### config.mk
export PLATFORM = sky130hd
export DESIGN_NAME = ps2_key_ctrl
export DESIGN_NICKNAME = d
export VERILOG_FILES = /design/src/rtl/ps2_key_ctrl.sv
export SDC_FILE = /design/constraint.sdc
export NUM_CORES = 1
export LEC_CHECK = 0
export CORE_ASPECT_RATIO = 1.1
export CORE_MARGIN = 2
export CORE_UTILIZATION = 55
export CTS_BUF_LIST = sky130_fd_sc_hd__clkbuf_16
export DETAILED_ROUTE_END_ITERATION = 7
export GPL_ROUTABILITY_DRIVEN = 0
export GPL_TIMING_DRIVEN = 0
export PLACE_DENSITY = 0.85
export SLEW_MARGIN = 20
export SYNTH_ARGS = -nofsm -noshare
export SYNTH_HDL_FRONTEND = slang
export SYNTH_SLANG_ARGS = --single-unit
### constraint.sdc
create_clock -name clk -period 2.38 [get_ports clk]
set_clock_uncertainty 0.2 [all_clocks]
set_input_delay 0.238 -clock clk [delete_from_list [all_inputs] [get_ports clk]]
set_output_delay 0.238 -clock clk [all_outputs]
set_load 0.05 [all_outputs]
### src/rtl/ps2_key_ctrl.sv
// PS/2 scan-code sequencer: resolves E0/F0 prefixes into key events,
// queues them in a FWFT FIFO and latches the last make/break codes.
module ps2_key_ctrl #(
  parameter int unsigned FIFO_DEPTH  = 4,
  parameter int unsigned TIMEOUT_CYC = 50000
) (
  input  logic                          clk,
  input  logic                          rst_n,
  input  logic [7:0]                    rx_data,
  input  logic                          rx_valid,
  input  logic                          rx_err,
  output logic                          evt_valid,
  input  logic                          evt_ready,
  output logic                          evt_ext,
  output logic                          evt_brk,
  output logic [7:0]                    evt_code,
  output logic [$clog2(FIFO_DEPTH):0]   fifo_level,
  output logic                          ovf,
  input  logic                          ovf_clr,
  output logic                          proto_err,
  output logic                          busy,
  output logic [7:0]                    disp_make,
  output logic [7:0]                    disp_brk
);

  localparam int unsigned PW = $clog2(FIFO_DEPTH);
  localparam int unsigned TW = $clog2(TIMEOUT_CYC + 1);
  localparam logic [PW-1:0] PTR_ONE = 1;
  localparam logic [PW:0]   CNT_ONE = 1;
  localparam logic [PW:0]   CNT_FULL = (PW+1)'(FIFO_DEPTH);
  localparam logic [TW-1:0] TO_ONE  = 1;
  localparam logic [TW-1:0] TO_LAST = TW'(TIMEOUT_CYC - 1);

  typedef enum logic [1:0] {IDLE, EXT, BRK, EXT_BRK} state_t;

  state_t        state_q, state_d;
  logic [TW-1:0] to_cnt_q;
  logic          emit, emit_ext, emit_brk, err_d;

  logic [9:0]    mem [FIFO_DEPTH];
  logic [PW-1:0] wr_ptr_q, rd_ptr_q;
  logic [PW:0]   cnt_q;
  logic          full, pop, push_ok;
  logic [9:0]    push_data;

  always_comb begin
    state_d  = state_q;
    emit     = 1'b0;
    emit_ext = 1'b0;
    emit_brk = 1'b0;
    err_d    = 1'b0;
    if (rx_err) begin
      state_d = IDLE;
      err_d   = 1'b1;
    end else if (rx_valid) begin
      unique case (state_q)
        IDLE: begin
          if (rx_data == 8'hE0)      state_d = EXT;
          else if (rx_data == 8'hF0) state_d = BRK;
          else                       emit = 1'b1;
        end
        EXT: begin
          if (rx_data == 8'hF0)      state_d = EXT_BRK;
          else if (rx_data != 8'hE0) begin
            emit     = 1'b1;
            emit_ext = 1'b1;
            state_d  = IDLE;
          end
        end
        BRK: begin
          state_d = IDLE;
          if (rx_data == 8'hE0 || rx_data == 8'hF0) err_d = 1'b1;
          else begin
            emit     = 1'b1;
            emit_brk = 1'b1;
          end
        end
        EXT_BRK: begin
          state_d = IDLE;
          if (rx_data == 8'hE0 || rx_data == 8'hF0) err_d = 1'b1;
          else begin
            emit     = 1'b1;
            emit_ext = 1'b1;
            emit_brk = 1'b1;
          end
        end
        default: state_d = IDLE;
      endcase
    end else if (state_q != IDLE && to_cnt_q == TO_LAST) begin
      state_d = IDLE;
      err_d   = 1'b1;
    end
  end

  always_ff @(posedge clk or negedge rst_n) begin
    if (!rst_n) begin
      state_q   <= IDLE;
      to_cnt_q  <= '0;
      proto_err <= 1'b0;
      busy      <= 1'b0;
    end else begin
      state_q   <= state_d;
      to_cnt_q  <= (state_d == IDLE || rx_valid) ? '0 : to_cnt_q + TO_ONE;
      proto_err <= err_d;
      busy      <= (state_d != IDLE);
    end
  end

  assign full      = (cnt_q == CNT_FULL);
  assign evt_valid = (cnt_q != '0);
  assign pop       = evt_valid && evt_ready;
  assign push_ok   = emit && (!full || pop);
  assign push_data = {emit_ext, emit_brk, rx_data};
  assign fifo_level = cnt_q;

  always_ff @(posedge clk) begin
    if (push_ok) mem[wr_ptr_q] <= push_data;
  end

  // Head is held in its own register so it keeps the last popped event when empty
  always_ff @(posedge clk or negedge rst_n) begin
    if (!rst_n) begin
      wr_ptr_q  <= '0;
      rd_ptr_q  <= '0;
      cnt_q     <= '0;
      ovf       <= 1'b0;
      evt_ext   <= 1'b0;
      evt_brk   <= 1'b0;
      evt_code  <= '0;
      disp_make <= '0;
      disp_brk  <= '0;
    end else begin
      if (push_ok) wr_ptr_q <= wr_ptr_q + PTR_ONE;
      if (pop)     rd_ptr_q <= rd_ptr_q + PTR_ONE;
      unique case ({push_ok, pop})
        2'b10:   cnt_q <= cnt_q + CNT_ONE;
        2'b01:   cnt_q <= cnt_q - CNT_ONE;
        default: cnt_q <= cnt_q;
      endcase

      if (pop && cnt_q > CNT_ONE)
        {evt_ext, evt_brk, evt_code} <= mem[rd_ptr_q + PTR_ONE];
      else if (push_ok && (cnt_q == '0 || (cnt_q == CNT_ONE && pop)))
        {evt_ext, evt_brk, evt_code} <= push_data;

      if (emit && !push_ok) ovf <= 1'b1;
      else if (ovf_clr)     ovf <= 1'b0;

      if (emit) begin
        if (emit_brk) disp_brk  <= rx_data;
        else          disp_make <= rx_data;
      end
    end
  end

endmodule

==> results by group <==
Run status
  • Status: finished, final reports clean

Global route
  • Initial antenna violation count: 0
  • Total gr overflow: 0
  • First-pass GRT wire length: 12600 um
  • Total Routing Usage GR: 0.206
  • Vias in the first global route: 2558
  • Pin count of the biggest net entering global routing: 55

Power
  • Sequential share of power: 0.395
  • Maximum VDD drop: 0.589 mV
  • Switching Fraction: 0.360
  • Clk pwr share: 0.260
  • Leakage: 2.03 nW
  • P_sw: 1.90 mW
  • Power density over the cells: 1060 nW/um^2
  • Comb power frac: 0.345
  • Cell-internal power: 3.38 mW

Yosys
  • Synth Flop Type: dfrtp_1
  • EDFF count, synth: 40
  • Compound-Gate Fraction of Synth Area: 0.0596
  • Post-synth top area share: 0.328
  • Synth async-reset ratio: 0.574
  • Adder-cell share of the synthesized area: 0.0274
  • Simple-Gate Fraction of Synth Area: 0.102
  • Mapped cell area: 4120 um^2
  • Xor/xnor cell area share of the yosys netlist: 0.0383
  • Cell count after synthesis: 293
  • Netlist cell types: 47
  • Leading cell types by count after synthesis: dfrtp_1 (54), edfxtp_1 (40), nor2_1 (31)
  • Cell taking the most area after synthesis: dfrtp_1
  • Synth Register Bits: 94
  • Largest family of logic cells by synthesized area: multiplexers
  • Top-count cell post-synth: dfrtp_1
  • Syn_area_per_cell: 14.0 um^2
  • YS warnings: 0
  • Synth top area cells: dfrtp_1 (33%), edfxtp_1 (29%), mux4_2 (5.5%)
  • Register area share after synthesis: 0.620
  • Mapped Nets: 316
  • Mux contribution to synthesized area: 0.130

Clock tree
  • CTS max path bufs: 2
  • Num Clock Sinks: 94
  • H-tree depth: 3
  • TritonCTS clock tree: yes
  • Clk_lat worst skew: 0.34 ns
  • Root Buffer Master: clkbuf_16
  • Post-CTS Setup Repair Bufs: 0
  • Num CTS Buffers: 9
  • Clock transition at path regs: 0.07 ns

Placed design
  • DP Wirelength: 5340 um
  • Pre-CTS setup slack: -0.294 ns
  • # port buffers: 45

Setup path
  • CP Capture Type: flip-flop
  • Critical Path RT: 2.22 ns
  • Worst path arrival time: 2.13 ns
  • R2r setup slk: 0.20 ns
  • Critical path type: in2reg
  • Crit path launch type: input pin
  • RR Startpoint: fifo_level[1]$_DFFE_PN0P_
  • Worst setup startpoint: rx_data[7]
  • CP max FO: 10

Min path
  • Hold crit path type: in2reg
  • Min-delay src: evt_ready

Drt
  • Final ANT Viol Nets: 0
  • WL final: 7850 um
  • Vias per cell: 5.63
  • Drt pass-1 iters: 4
  • Via count: 2490
  • DRC viols: 0
  • Iter 0 DRT Violations: 100
  • Drt wl/cell: 17.8 um

STA
  • Final Slew Violations: 0
  • Worst-Margin Slew: 0.682 ns
  • Minimum clock period: 2.29 ns
  • Worst slew margin: 0.545
  • Setup violators final: 0
  • Fmax: 0.437 GHz
  • Final Hold Viols: 0
  • Setup ws final: 0.0904 ns
  • Crit share post-route: 0.962
  • Hold Slack: 0.124 ns

Die
  • Die Span X: 86.5 um
  • Core footprint: 7350 um^2
  • Initial core utilization: 0.560
  • Top Ports: 47
  • # rows: 33
  • Die ar.: 8190 um^2
  • Chip height: 94.7 um

Final layout
  • Antenna Cells: 0
  • Layout cell share with drive strength beyond 1: 0.161
  • Area Growth Syn to Fin: 20.9%
  • Final Util: 0.677
  • Nets: 373
  • # fillers: 512

Flow run
  • Total of max-cap violations: 0
-- worst max-delay path, stage by stage --
cell and delay [ns]:
clkdlybuf4s50_1 0.71, nand4b_4 0.19, o41a_4 0.44, buf_2 0.19, and3_1 0.35
-- cell usage in the layout (no fill, tap or decap), types with 8 or more instances in the layout --
| master | count |
|---|---|
| edfxtp_1 | 40 |
| nand3_1 | 11 |
| clkbuf_16 | 9 |
| dfrtp_1 | 54 |
| inv_1 | 10 |
| mux4_2 | 10 |
| nand2_1 | 11 |
| xor2_1 | 9 |
| xnor2_1 | 9 |
| mux2i_1 | 9 |
| nor2_1 | 31 |
| ha_1 | 9 |
| mux2_4 | 8 |
| clkdlybuf4s50_1 | 42 |
| a21oi_1 | 16 |
-- layer usage --
layer | wire (um) | track usage
met2 | 4110 | 0.347
met1 | 3380 | 0.261
met4 | 121 | 0.0768
met3 | 234 | 0.0498
met5 | 0 | 0
-- stage by stage --
step                cell area (um^2)  total power [mW]  instances  setup TNS, ns
finish                          4970              5.28        442              0
global route                    4970              5.53        442      -0.000850
CTS                             4970              5.33        442              0
detailed placement              4670              3.96        425         -15.86
global placement                4680              3.89        425         -54.58
floorplan                       4120              3.40        293              0
-- power groups by stage --
stage          logic [mW]  clock network [mW]  registers [mW]
3_3_place_gp         1.79                   0            2.10
5_1_grt              1.96                1.46            2.11
3_5_place_dp         1.83                   0            2.12
4_1_cts              1.84                1.40            2.09
6_report             1.82                1.38            2.08
2_1_floorplan       0.831                   0            2.57
-- cells by family (layout without fill, tap and decap cells) --
group | count (synthesis) | after routing
compound gates | 34 | 34
mux | 36 | 36
fa+ha+maj | 9 | 9
flops | 94 | 94
simple gates | 81 | 81
xor+xnor | 18 | 18
buf+inv | 21 | 83
-- final timing paths --
check                                                end  cells after the start
worst max register to register       evt_brk$_DFFE_PN0P_                      6
worst min register to register     to_cnt_q[0]$_DFF_PN0_                      1
min in group asynchronous        evt_code[3]$_DFFE_PN0P_                      2
max in group asynchronous       disp_make[2]$_DFFE_PN0P_                      2
worst min-delay path             rd_ptr_q[0]$_DFFE_PN0P_                      3
worst max-delay path                 mem[0][0]$_DFFE_PP_                      5
-- state kept, by name, summed over array words and instances (netlist names) --
name,count
disp_make,8
proto_err,1
evt_code,8
disp_brk,8
rd_ptr_q,2
evt_ext,1
wr_ptr_q,2
ovf,1
to_cnt_q,16
fifo_level,3
mem,40
evt_brk,1
busy,1
state_q,2
-- layout make-up --
cell class / instances / area (um^2) / area share
plain buffers: 11 / 53.8 / 0.0108
repair buffers: 46 / 455 / 0.0916
clock buffers: 9 / 225 / 0.0453
multi-input cells: 178 / 1480 / 0.297
flip-flops and latches: 94 / 2550 / 0.513
well taps: 87 / 109 / 0.0219
clock inverters: 7 / 61.3 / 0.0123
inverters: 10 / 37.5 / 0.00755
-- what timing repair did --
action	in CTS	in global routing
setup endpoints to repair	1	45
cloned	0	0
gates resized for setup	1	8
endpoints found under the hold margin	54	0
hold buffers	1	0
No activity file was read; power rests on OpenSTA's default activity.
